==> config.mk <==
export PLATFORM = sky130hd
export DESIGN_NAME = drygascon_bdi_loader_flat
export DESIGN_NICKNAME = d
export VERILOG_FILES = /design/src/rtl/drygascon_pkg.sv /design/src/rtl/drygascon_bdi_loader_if.sv /design/src/rtl/drygascon_word_padder.sv /design/src/rtl/drygascon_bdi_loader.sv /design/src/flat_wrapper.sv
export SDC_FILE = /design/constraint.sdc
export NUM_CORES = 1
export LEC_CHECK = 0
export ABC_AREA = 1
export CORE_AREA = 2 2 238 240
export CTS_BUF_LIST = sky130_fd_sc_hd__clkbuf_4 sky130_fd_sc_hd__clkbuf_8
export DETAILED_ROUTE_END_ITERATION = 10
export DIE_AREA = 0 0 240 242
export GPL_TIMING_DRIVEN = 0
export PLACE_DENSITY = 0.68
export SYNTH_ARGS = -nofsm -noshare
export SYNTH_HDL_FRONTEND = slang
export SYNTH_SLANG_ARGS = --single-unit
==> constraint.sdc <==
create_clock -name clk -period 3.65 [get_ports clk]
set_clock_uncertainty 0.15 [all_clocks]
set_input_delay 0.9125 -clock clk [delete_from_list [all_inputs] [get_ports clk]]
set_output_delay 0.9125 -clock clk [all_outputs]
set_load 0.05 [all_outputs]
==> src/rtl/drygascon_pkg.sv <==
// Shared definitions for the DryGASCON input front-end: segment type codes,
// loader FSM encodings, the padding byte and an elaboration-time log2 helper.
package drygascon_pkg;

    typedef logic [3:0] hdr_t;

    localparam hdr_t HDR_AD       = 4'b0001;
    localparam hdr_t HDR_NPUB     = 4'b1101;
    localparam hdr_t HDR_PT       = 4'b0100;
    localparam hdr_t HDR_CT       = 4'b0101;
    localparam hdr_t HDR_HASH_MSG = 4'b0111;

    localparam logic [2:0] S_IDLE   = 3'd0;
    localparam logic [2:0] S_KEYCHK = 3'd1;
    localparam logic [2:0] S_LDKEY  = 3'd2;
    localparam logic [2:0] S_LD     = 3'd3;
    localparam logic [2:0] S_PAD    = 3'd4;
    localparam logic [2:0] S_HOLD   = 3'd5;

    localparam logic [7:0] PAD_BYTE = 8'h01;

    function automatic int clog2(input int value);
        int r;
        r = 0;
        while ((32'sd1 << r) < value) begin
            r = r + 1;
        end
        return r;
    endfunction

endpackage

==> src/rtl/drygascon_bdi_loader_if.sv <==
// Key / bdi input streams and the block output port of the DryGASCON loader.
// slave = loader side, master = producer of key/bdi and consumer of blocks.
interface drygascon_bdi_loader_if #(
    parameter int CCW        = 32,
    parameter int CCSW       = 32,
    parameter int SIZE_KEY   = 256,
    parameter int SIZE_BLOCK = 256
);
    localparam int NB_W = drygascon_pkg::clog2(SIZE_BLOCK / 8) + 1;

    logic [CCSW-1:0]       key;
    logic                  key_valid;
    logic                  key_ready;
    logic                  key_update;
    logic [CCW-1:0]        bdi;
    logic                  bdi_valid;
    logic                  bdi_ready;
    logic [CCW/8-1:0]      bdi_valid_bytes;
    logic [3:0]            bdi_type;
    logic                  bdi_eot;
    logic                  bdi_eoi;
    logic [SIZE_KEY-1:0]   key_out;
    logic                  key_loaded;
    logic [SIZE_BLOCK-1:0] blk_data;
    logic                  blk_valid;
    logic                  blk_ready;
    logic [3:0]            blk_type;
    logic                  blk_eot;
    logic                  blk_eoi;
    logic [NB_W-1:0]       blk_nbytes;
    logic                  blk_padded;

    modport master (
        output key, key_valid, key_update, bdi, bdi_valid, bdi_valid_bytes,
               bdi_type, bdi_eot, bdi_eoi, blk_ready,
        input  key_ready, bdi_ready, key_out, key_loaded, blk_data, blk_valid,
               blk_type, blk_eot, blk_eoi, blk_nbytes, blk_padded
    );

    modport slave (
        input  key, key_valid, key_update, bdi, bdi_valid, bdi_valid_bytes,
               bdi_type, bdi_eot, bdi_eoi, blk_ready,
        output key_ready, bdi_ready, key_out, key_loaded, blk_data, blk_valid,
               blk_type, blk_eot, blk_eoi, blk_nbytes, blk_padded
    );

endinterface

==> src/rtl/drygascon_word_padder.sv <==
// Combinational word padder: keeps the valid (left-contiguous) bytes, puts the
// pad byte in the first invalid position when pad_first is set, zeroes the rest.
module drygascon_word_padder
    import drygascon_pkg::*;
#(
    parameter int CCW = 32
) (
    input  logic [CCW-1:0]   word,
    input  logic [CCW/8-1:0] valid_bytes,
    input  logic             pad_first,
    output logic [CCW-1:0]   padded
);
    localparam int NBYTES = CCW / 8;

    // Byte walk from the most significant (first) byte downwards
    always_comb begin
        logic seen;
        padded = '0;
        seen   = 1'b0;
        for (int i = 0; i < NBYTES; i++) begin
            if (valid_bytes[NBYTES-1-i]) begin
                padded[CCW-1-8*i -: 8] = word[CCW-1-8*i -: 8];
            end else if (!seen) begin
                padded[CCW-1-8*i -: 8] = pad_first ? PAD_BYTE : 8'h00;
                seen = 1'b1;
            end else begin
                padded[CCW-1-8*i -: 8] = 8'h00;
            end
        end
    end

endmodule

==> src/rtl/drygascon_bdi_loader.sv <==
// DryGASCON input front-end: assembles key and bdi words into full-width key and
// block registers, pads short blocks and presents tagged blocks over valid/ready.
module drygascon_bdi_loader
    import drygascon_pkg::*;
#(
    parameter int CCW        = 32,
    parameter int CCSW       = 32,
    parameter int SIZE_KEY   = 256,
    parameter int SIZE_BLOCK = 256,
    parameter int SIZE_NPUB  = 128
) (
    input logic clk,
    input logic rst_n,
    drygascon_bdi_loader_if.slave bus
);
    localparam int NK      = SIZE_KEY / CCSW;
    localparam int NW_BLK  = SIZE_BLOCK / CCW;
    localparam int NW_NPUB = SIZE_NPUB / CCW;
    localparam int NBYTES  = CCW / 8;
    localparam int CNT_W   = clog2(NW_BLK + 1);
    localparam int KCNT_W  = clog2(NK + 1);
    localparam int NB_W    = clog2(SIZE_BLOCK / 8) + 1;

    logic [2:0]            state_r, state_nxt_s;
    logic [SIZE_KEY-1:0]   key_r;
    logic [KCNT_W-1:0]     key_cnt_r;
    logic                  key_loaded_r, key_ready_r, bdi_ready_r, blk_valid_r;
    logic [SIZE_BLOCK-1:0] blk_r, blk_nxt_s;
    logic [CNT_W-1:0]      word_cnt_r, nw_r, nw_s;
    logic [NB_W-1:0]       nbytes_r, nbytes_sum_s, nbytes_nxt_s, cap_s;
    logic [3:0]            type_r;
    logic                  eot_r, eoi_r, padded_r, pad_first_r;
    logic                  key_hs_s, bdi_hs_s, key_last_s, last_word_s, need_pad_s;
    logic [CCW-1:0]        pad_in_s, pad_word_s;
    logic [NBYTES-1:0]     pad_vb_s;
    logic                  pad_first_s;

    function automatic logic [NB_W-1:0] count_bytes(input logic [NBYTES-1:0] vb);
        logic [NB_W-1:0] cnt;
        cnt = '0;
        for (int i = 0; i < NBYTES; i++) begin
            cnt = cnt + NB_W'(vb[i]);
        end
        return cnt;
    endfunction

    // Handshakes, block geometry of the current word and saturating byte count
    always_comb begin
        key_hs_s     = bus.key_valid & key_ready_r;
        bdi_hs_s     = bus.bdi_valid & bdi_ready_r;
        key_last_s   = (key_cnt_r == KCNT_W'(NK - 1));
        nw_s         = (bus.bdi_type == HDR_NPUB) ? CNT_W'(NW_NPUB) : CNT_W'(NW_BLK);
        cap_s        = (bus.bdi_type == HDR_NPUB) ? NB_W'(SIZE_NPUB / 8) : NB_W'(SIZE_BLOCK / 8);
        nbytes_sum_s = nbytes_r + count_bytes(bus.bdi_valid_bytes);
        nbytes_nxt_s = (nbytes_sum_s > cap_s) ? cap_s : nbytes_sum_s;
        last_word_s  = (word_cnt_r == nw_s - CNT_W'(1)) || bus.bdi_eot;
        need_pad_s   = (word_cnt_r != nw_s - CNT_W'(1));
    end

    // One padder serves both the final data word and the trailing pad words
    always_comb begin
        if (state_r == S_PAD) begin
            pad_in_s    = '0;
            pad_vb_s    = '0;
            pad_first_s = pad_first_r;
        end else begin
            pad_in_s    = bus.bdi;
            pad_vb_s    = bus.bdi_valid_bytes;
            pad_first_s = 1'b1;
        end
    end

    drygascon_word_padder #(.CCW(CCW)) u_padder (
        .word        (pad_in_s),
        .valid_bytes (pad_vb_s),
        .pad_first   (pad_first_s),
        .padded      (pad_word_s)
    );

    // Drop the padded word into its left-aligned slot of the block
    always_comb begin
        blk_nxt_s = blk_r;
        for (int i = 0; i < NW_BLK; i++) begin
            blk_nxt_s[SIZE_BLOCK-1-i*CCW -: CCW] =
                (word_cnt_r == CNT_W'(i)) ? pad_word_s : blk_r[SIZE_BLOCK-1-i*CCW -: CCW];
        end
    end

    // Next-state logic of the loader FSM
    always_comb begin
        state_nxt_s = state_r;
        case (state_r)
            S_IDLE: begin
                if (bus.key_valid || bus.bdi_valid) state_nxt_s = S_KEYCHK;
                else                                state_nxt_s = S_IDLE;
            end
            S_KEYCHK: begin
                if (bus.key_update || !key_loaded_r) state_nxt_s = S_LDKEY;
                else                                 state_nxt_s = S_LD;
            end
            S_LDKEY: begin
                if (key_hs_s && key_last_s) state_nxt_s = S_LD;
                else                        state_nxt_s = S_LDKEY;
            end
            S_LD: begin
                if (bdi_hs_s && last_word_s) state_nxt_s = need_pad_s ? S_PAD : S_HOLD;
                else                         state_nxt_s = S_LD;
            end
            S_PAD: begin
                if (word_cnt_r == nw_r - CNT_W'(1)) state_nxt_s = S_HOLD;
                else                                state_nxt_s = S_PAD;
            end
            S_HOLD: begin
                if (bus.blk_ready) state_nxt_s = eoi_r ? S_IDLE : S_LD;
                else               state_nxt_s = S_HOLD;
            end
            default: state_nxt_s = S_IDLE;
        endcase
    end

    // State, registered handshake outputs, key and block datapath
    always_ff @(posedge clk) begin
        if (!rst_n) begin
            state_r      <= S_IDLE;
            key_r        <= '0;
            key_cnt_r    <= '0;
            key_loaded_r <= 1'b0;
            key_ready_r  <= 1'b0;
            bdi_ready_r  <= 1'b0;
            blk_valid_r  <= 1'b0;
            blk_r        <= '0;
            word_cnt_r   <= '0;
            nw_r         <= '0;
            nbytes_r     <= '0;
            type_r       <= 4'h0;
            eot_r        <= 1'b0;
            eoi_r        <= 1'b0;
            padded_r     <= 1'b0;
            pad_first_r  <= 1'b0;
        end else begin
            state_r     <= state_nxt_s;
            key_ready_r <= (state_nxt_s == S_LDKEY);
            bdi_ready_r <= (state_nxt_s == S_LD);
            blk_valid_r <= (state_nxt_s == S_HOLD);
            case (state_r)
                S_KEYCHK: begin
                    if (bus.key_update || !key_loaded_r) key_loaded_r <= 1'b0;
                    else                                 key_loaded_r <= key_loaded_r;
                end
                S_LDKEY: begin
                    if (key_hs_s) begin
                        key_r <= {key_r[SIZE_KEY-CCSW-1:0], bus.key};
                        if (key_last_s) begin
                            key_cnt_r    <= '0;
                            key_loaded_r <= 1'b1;
                        end else begin
                            key_cnt_r <= key_cnt_r + KCNT_W'(1);
                        end
                    end
                end
                S_LD: begin
                    if (bdi_hs_s) begin
                        blk_r    <= blk_nxt_s;
                        nbytes_r <= nbytes_nxt_s;
                        type_r   <= bus.bdi_type;
                        eot_r    <= bus.bdi_eot;
                        eoi_r    <= bus.bdi_eoi;
                        nw_r     <= nw_s;
                        if (last_word_s) begin
                            padded_r    <= (nbytes_nxt_s < cap_s);
                            // A full final word leaves the pad byte for the next word
                            pad_first_r <= &bus.bdi_valid_bytes;
                            word_cnt_r  <= need_pad_s ? word_cnt_r + CNT_W'(1) : '0;
                        end else begin
                            word_cnt_r <= word_cnt_r + CNT_W'(1);
                        end
                    end
                end
                S_PAD: begin
                    blk_r       <= blk_nxt_s;
                    pad_first_r <= 1'b0;
                    if (word_cnt_r == nw_r - CNT_W'(1)) word_cnt_r <= '0;
                    else                                word_cnt_r <= word_cnt_r + CNT_W'(1);
                end
                S_HOLD: begin
                    if (bus.blk_ready) begin
                        blk_r    <= '0;
                        nbytes_r <= '0;
                    end
                end
                default: begin
                    word_cnt_r <= word_cnt_r;
                end
            endcase
        end
    end

    assign bus.key_ready  = key_ready_r;
    assign bus.bdi_ready  = bdi_ready_r;
    assign bus.key_out    = key_r;
    assign bus.key_loaded = key_loaded_r;
    assign bus.blk_data   = blk_r;
    assign bus.blk_valid  = blk_valid_r;
    assign bus.blk_type   = type_r;
    assign bus.blk_eot    = eot_r;
    assign bus.blk_eoi    = eoi_r;
    assign bus.blk_nbytes = nbytes_r;
    assign bus.blk_padded = padded_r;

endmodule

==> src/flat_wrapper.sv <==
// flat-port wrapper written by rule: the top's interface ports become plain ports
module drygascon_bdi_loader_flat import drygascon_pkg::*;
#(
    parameter int CCW        = 32,
    parameter int CCSW       = 32,
    parameter int SIZE_KEY   = 256,
    parameter int SIZE_BLOCK = 256,
    parameter int SIZE_NPUB  = 128
)
  (clk, rst_n, bus_key, bus_key_valid, bus_key_update, bus_bdi, bus_bdi_valid, bus_bdi_valid_bytes, bus_bdi_type, bus_bdi_eot, bus_bdi_eoi, bus_blk_ready, bus_key_ready, bus_bdi_ready, bus_key_out, bus_key_loaded, bus_blk_data, bus_blk_valid, bus_blk_type, bus_blk_eot, bus_blk_eoi, bus_blk_nbytes, bus_blk_padded);
  drygascon_bdi_loader_if #(.CCW(CCW), .CCSW(CCSW), .SIZE_KEY(SIZE_KEY), .SIZE_BLOCK(SIZE_BLOCK)) bus_i ();
  input logic clk;
  input logic rst_n;
  input wire logic [$bits(bus_i.key)-1:0] bus_key;
  input wire logic [$bits(bus_i.key_valid)-1:0] bus_key_valid;
  input wire logic [$bits(bus_i.key_update)-1:0] bus_key_update;
  input wire logic [$bits(bus_i.bdi)-1:0] bus_bdi;
  input wire logic [$bits(bus_i.bdi_valid)-1:0] bus_bdi_valid;
  input wire logic [$bits(bus_i.bdi_valid_bytes)-1:0] bus_bdi_valid_bytes;
  input wire logic [$bits(bus_i.bdi_type)-1:0] bus_bdi_type;
  input wire logic [$bits(bus_i.bdi_eot)-1:0] bus_bdi_eot;
  input wire logic [$bits(bus_i.bdi_eoi)-1:0] bus_bdi_eoi;
  input wire logic [$bits(bus_i.blk_ready)-1:0] bus_blk_ready;
  output wire logic [$bits(bus_i.key_ready)-1:0] bus_key_ready;
  output wire logic [$bits(bus_i.bdi_ready)-1:0] bus_bdi_ready;
  output wire logic [$bits(bus_i.key_out)-1:0] bus_key_out;
  output wire logic [$bits(bus_i.key_loaded)-1:0] bus_key_loaded;
  output wire logic [$bits(bus_i.blk_data)-1:0] bus_blk_data;
  output wire logic [$bits(bus_i.blk_valid)-1:0] bus_blk_valid;
  output wire logic [$bits(bus_i.blk_type)-1:0] bus_blk_type;
  output wire logic [$bits(bus_i.blk_eot)-1:0] bus_blk_eot;
  output wire logic [$bits(bus_i.blk_eoi)-1:0] bus_blk_eoi;
  output wire logic [$bits(bus_i.blk_nbytes)-1:0] bus_blk_nbytes;
  output wire logic [$bits(bus_i.blk_padded)-1:0] bus_blk_padded;
  assign bus_i.key = bus_key;
  assign bus_i.key_valid = bus_key_valid;
  assign bus_i.key_update = bus_key_update;
  assign bus_i.bdi = bus_bdi;
  assign bus_i.bdi_valid = bus_bdi_valid;
  assign bus_i.bdi_valid_bytes = bus_bdi_valid_bytes;
  assign bus_i.bdi_type = bus_bdi_type;
  assign bus_i.bdi_eot = bus_bdi_eot;
  assign bus_i.bdi_eoi = bus_bdi_eoi;
  assign bus_i.blk_ready = bus_blk_ready;
  assign bus_key_ready = bus_i.key_ready;
  assign bus_bdi_ready = bus_i.bdi_ready;
  assign bus_key_out = bus_i.key_out;
  assign bus_key_loaded = bus_i.key_loaded;
  assign bus_blk_data = bus_i.blk_data;
  assign bus_blk_valid = bus_i.blk_valid;
  assign bus_blk_type = bus_i.blk_type;
  assign bus_blk_eot = bus_i.blk_eot;
  assign bus_blk_eoi = bus_i.blk_eoi;
  assign bus_blk_nbytes = bus_i.blk_nbytes;
  assign bus_blk_padded = bus_i.blk_padded;
  drygascon_bdi_loader #(.CCW(CCW), .CCSW(CCSW), .SIZE_KEY(SIZE_KEY), .SIZE_BLOCK(SIZE_BLOCK), .SIZE_NPUB(SIZE_NPUB)) u_core (.clk(clk), .rst_n(rst_n), .bus(bus_i));
endmodule
==> impl_results.md <==
- Status: complete, no violations
- Clock sink count: 543
- Initial antenna violation count: 2
- Fin crit share: 0.9219
- Top cells by count, synth: 996 x nor2_1, 543 x dfxtp_1, 381 x o21ai_0
- Setup TNS: 0 ps
- Post-synthesis async set-or-reset flop share: 0
- Tot GR Track Use: 0.2840
- Cell leakage power: 12.16 nW
- Slew headroom: 0.2892
- Synth unique cells: 31
- Chip Width: 240 um
- Final core utilization: 0.5154
- Vias in the first global route: 19100
- Die area: 58080 um2
- Final Max Tran Viols: 0
- WL final: 84.86 mm
- Top-area cell type share of the netlist area: 0.5541
- Post-layout net count: 3350
- Power density cells: 467.7 nW/um2
- CTS root buf: clkbuf_8
- Peak supply drop: 384.9 uV
- Clock-pin slew on the worst setup and hold paths: 60 ps
- CP max FO: 4
- CTS Buf Count: 92
- WL/cell: 20.75 um
- Critical Path End Type: flop
- Drt pass-1 iters: 5
- Fmax: 297.2 MHz
- First-pass GRT wire length: 123.2 mm
- Die Y: 242 um
- Share of cells above drive strength 1: 0.08761
- Initial DRC count: 1421
- Synth Cell Area: 19620 um2
- DRC violations left: 0
- Top-count cell post-synth: nor2_1
- Fillers: 5484
- Top cells by area, synth: dfxtp_1 55%, nor2_1 19%, o21ai_0 9.7%
- Gpl congestion: 0.9067
- Syn_nets: 2649
- Dpl ws: -414.5 ps
- # resized after CTS: 0
- Number of synthesized flops with an enable pin: 0
- Arrival time at the worst endpoint: 3830 ps
- P&R area growth vs syn: 46.44%
- Total grt overflow: 0
- Synth Warn #: 0
- Setup Fix Bufs, Post-CTS: 0
- Mapped Cells: 2554
- Worst skew pair latency: 690 ps
- Period minus WS final: 3365 ps
- RSZ-0062 raised after global routing: false
- Vias per cell: 4.924
- Area leader, netlist: dfxtp_1
- Setup-failing EPs final: 0
- Fin. Hold Viols: 0
- Critical Path Source Type: input pin
- Max cap viols: 0
- Port buffer count: 607
- #FFs+latches synth: 543
- CP required: 4120 ps
- Site Rows: 87
- Sequential area share after synthesis: 0.5541
- CTS tree: built
- Final worst slack: 285.0 ps
- Detailed-route via count: 20140
- Type of the worst min-delay path: reg -> reg
- Largest net degree at the start of global routing: 14
- Mean Syn Cell Area: 7.681 um2
- Longest Clk Path Bufs: 3
- IO Pins: 609
- CTS Hold Buffers Added: 0
- Core area: 55730 um2
- Reg2Reg Setup Slack: 800 ps
- Effective utilization at floorplan: 0.3520
- Ys flop type: dfxtp_1
- Kind of critical path: in -> reg
- H-tree levels: 3
- Final ANT Viol Nets: 0
- Worst slew pin tran: 1066 ps
- Post-DP HPWL: 64.24 mm
-- area by class of cell --
class / count / area [um2] / area share
Timing Repair Buffer: 607 / 6076 / 0.2115
Clock buffer: 154 / 1932 / 0.06725
Multi-Input combinational cell: 1777 / 7682 / 0.2674
Antenna cell: 1 / 2.502 / 0.00008711
Clock inverter: 18 / 153.9 / 0.005357
Buffer: 168 / 817.0 / 0.02844
Tap cell: 756 / 945.9 / 0.03293
Sequential cell: 543 / 10870 / 0.3784
Inverter: 66 / 247.7 / 0.008624
-- sequential cells by signal, summed over array words and instances, names as in the netlist --
register / count
u_core.bus.blk_type: 4
u_core.bus.blk_eot: 1
u_core.bus.blk_data: 256
u_core.bus.key_ready: 1
u_core.bus.bdi_ready: 1
u_core.key_cnt_r: 4
u_core.pad_first_r: 1
u_core.bus.blk_valid: 1
u_core.bus.key_out: 256
u_core.bus.blk_eoi: 1
u_core.nw_r: 2
u_core.word_cnt_r: 4
u_core.bus.blk_nbytes: 6
u_core.bus.blk_padded: 1
u_core.bus.key_loaded: 1
u_core.state_r: 3
-- metal layers --
metal | part of all wire | global-route usage | wire (um) | up-vias
li1 | - | - | - | 9670
met1 | 0.38 | 0.3205 | 32380 | 9377
met2 | 0.49 | 0.4970 | 41180 | 935
met3 | 0.095 | 0.07954 | 8029 | 157
met4 | 0.038 | 0.1226 | 3251 | 2
met5 | 0.00015 | 0 | 13 | -
-- final timing paths --
path,from,to,depth (start not counted)
worst max-delay path,bus_bdi_valid_bytes[0],u_core.bus.blk_nbytes[3],20
worst min-delay path,u_core.bus.blk_data[38],u_core.bus.blk_data[38],2
worst max register to register,u_core.bus.blk_nbytes[0],u_core.bus.blk_nbytes[3],18
worst min register to register,u_core.bus.blk_data[38],u_core.bus.blk_data[38],2
-- cell usage in the layout (no fill, tap or decap), drive strengths merged, types with 2 or more instances in the layout --
cell / synthesis / layout
clkinvlp: 0 / 2
nor2: 998 / 998
nand4: 6 / 6
nand2: 130 / 130
o211ai: 2 / 2
dfxtp: 543 / 543
clkinv: 0 / 13
xor2: 2 / 2
clkbuf: 68 / 222
buf: 100 / 100
o21bai: 2 / 2
o21ai: 523 / 523
a21oi: 65 / 65
fa: 2 / 2
clkdlybuf4s50: 0 / 607
ha: 13 / 13
nand3: 22 / 22
nor3: 4 / 4
inv: 66 / 68
a211oi: 4 / 4
-- kinds of logic (layout without fill, tap and decap cells) --
group	count (synthesis)	after routing	synth area share
compound gates	597	597	0.1540
buf+inv	234	1013	0.05428
simple gates	1162	1162	0.2260
xor+xnor	3	3	0.001340
other cells	0	1	0
fa+ha+maj	15	15	0.01033
flops	543	543	0.5541
-- power breakdown --
group	internal, mW	total, mW	switching (mW)
combinational	0.389	1.25	0.864
sequential	6.04	6.13	0.0915
clock	3.43	6.06	2.63
-- metrics by stage --
step | power (mW) | std cells | cell area (um2) | hold WS (ps)
floorplan | 6.968 | 2554 | 19620 | 305.3
global placement | 7.501 | 3917 | 26640 | 297.3
detailed placement | 7.505 | 3917 | 26640 | 303.7
CTS | 13.48 | 4089 | 28730 | 313.0
global route | 13.86 | 4090 | 28730 | 330.3
finish | 13.44 | 4090 | 28730 | 312.7
-- worst max-delay path: stages --
cell	delay (ps)
clkdlybuf4s50_1	460
ha_1	300
inv_1	40
fa_1	470
inv_1	40
ha_1	210
nand3_1	120
nand3_1	120
nand2_1	90
nand2_1	50
nand2_1	120
inv_1	80
ha_1	270
inv_1	50
nand2_1	60
inv_1	50
nand2_1	40
nand2_1	110
nand3_1	90
a21oi_1	130
No activity file was read; power rests on OpenSTA's default activity.
==> variant, RTL diff (same flow settings) <==
`SIZE_KEY` is set to 256 in 3 places; all go to 128.
--- a/src/rtl/drygascon_bdi_loader_if.sv
+++ b/src/rtl/drygascon_bdi_loader_if.sv
@@ -3,7 +3,7 @@
 interface drygascon_bdi_loader_if #(
     parameter int CCW        = 32,
     parameter int CCSW       = 32,
-    parameter int SIZE_KEY   = 256,
+    parameter int SIZE_KEY   = 128,
     parameter int SIZE_BLOCK = 256
 );
     localparam int NB_W = drygascon_pkg::clog2(SIZE_BLOCK / 8) + 1;
--- a/src/rtl/drygascon_bdi_loader.sv
+++ b/src/rtl/drygascon_bdi_loader.sv
@@ -5,7 +5,7 @@
 #(
     parameter int CCW        = 32,
     parameter int CCSW       = 32,
-    parameter int SIZE_KEY   = 256,
+    parameter int SIZE_KEY   = 128,
     parameter int SIZE_BLOCK = 256,
     parameter int SIZE_NPUB  = 128
 ) (
--- a/src/flat_wrapper.sv
+++ b/src/flat_wrapper.sv
@@ -3,7 +3,7 @@
 #(
     parameter int CCW        = 32,
     parameter int CCSW       = 32,
-    parameter int SIZE_KEY   = 256,
+    parameter int SIZE_KEY   = 128,
     parameter int SIZE_BLOCK = 256,
     parameter int SIZE_NPUB  = 128
 )
Interface: changed (resized bus_key_out); port bits go from 609 to 481. No check against the original RTL was run, so the function may have changed too.
==> variant against the unedited design <==
  * Sequential cell count down 129
  * Combinational power down 40%
  * Setup slack worse by 25 ps
  * Worst hold slack worse by 1.0 ps
  * Routed wire length down 18%
  * Total power down 25%
  * Area after synthesis down 23%
  * Design area down 22%
==> variant: results (changes against the unedited design) <==
- Status: complete, no violations
- Met3 usage: 0.0643 (-0.0153)
- Clk_lat worst skew: 670 ps (-20 ps)
- Internal power: 0.00741 W (-25%)
- First-pass GRT wire length: 100000 um (-19%)
- Vias in the first global route: 15.2k (-20%)
- Nets: 2637 (-21%)
- Routed met3 length: 6050 um (-25%)
- Overall power consumption: 0.0101 W (-25%)
- Fin crit period: 3390 ps (+24.6 ps)
- R2r setup slk: 340 ps (-460 ps)
- Area post-placement: 20900 sq um (-22%)
- Worst Tran Pin Value: 1370 ps (+302 ps)
- Routed length on met2: 31400 um (-24%)
- DP Worst Slack: -417 ps (-2.29 ps)
- FF/Latch Area: 8290 sq um (-24%)
- Crit path DAT: 3810 ps (-20 ps)
- Sequential fraction of design power: 0.458 (+0.002)
- Input/output buffers: 479 (-21%)
- Uppermost layer routed: met4
- Clk pwr share: 0.467 (+0.016)
- Synth unique cells: 30 (-3.2%)
- GR Util met1: 0.294 (-0.0265)
- Routed length on met1: 29700 um (-8.2%)
- # placed instances: 3222 (-18%)
- Iteration-0 DRC Markers: 1172 (-18%)
- Register area share after synthesis: 0.548 (-0.00600)
- Overall Global Routing Usage: 0.233 (-0.0506)
variant: cell count changes after synthesis, moves of 5 or more:
| cell | unedited run | this run |
|---|---|---|
| buf_2 | 73 | 42 |
| o21ai_1 | 141 | 1 |
| buf_4 | 25 | 2 |
| a21oi_1 | 65 | 81 |
| nand3_1 | 21 | 16 |
| nor2_1 | 996 | 706 |
| inv_2 | 16 | 10 |
| o21ai_0 | 381 | 374 |
| dfxtp_1 | 543 | 414 |
| nand2_1 | 129 | 169 |
| nor2_2 | 1 | 10 |
variant: how the worst min path moves through the flow:
| stage | slack (ps) | from | to |
|---|---|---|---|
| final | 310 | u_core.bus.blk_data[73] | u_core.bus.blk_data[73] |
| after global placement | 300 | u_core.bus.blk_data[213] | u_core.bus.blk_data[213] |
| after CTS | 310 | u_core.bus.blk_data[73] | u_core.bus.blk_data[73] |
| after detailed placement | 300 | u_core.bus.blk_data[85] | u_core.bus.blk_data[85] |
| after floorplan | 300 | u_core.key_cnt_r[2] | u_core.key_cnt_r[2] |
| after global routing | 330 | u_core.bus.blk_data[79] | u_core.bus.blk_data[79] |
variant: cell families after synthesis:
| logic type | share of synthesized area |
|---|---|
| buffers and inverters | 0.0480 |
| xor gates and xnor gates | 0.00232 |
| and+or+nand+nor | 0.230 |
| AOI/OAI and AO/OA | 0.158 |
| DFF | 0.548 |
| adders and majority gates | 0.0134 |
variant: cell type report:
cell class	count	area share
diodes	2	0.000223
plain buffers	119	0.0228
clock buffers	114	0.0643
clock inverters	17	0.00657
inverters	57	0.00952
multi-input cells	1397	0.272
flip-flops and latches	414	0.369
well taps	756	0.0421
repair buffers	479	0.213
variant: worst reg2reg max path: cells and delay by family (launching register included):
family / cells / cell delay (ps)
simple gates: 6 / 1400
compound gates: 1 / 120
buf+inv: 5 / 1210
flops: 1 / 310
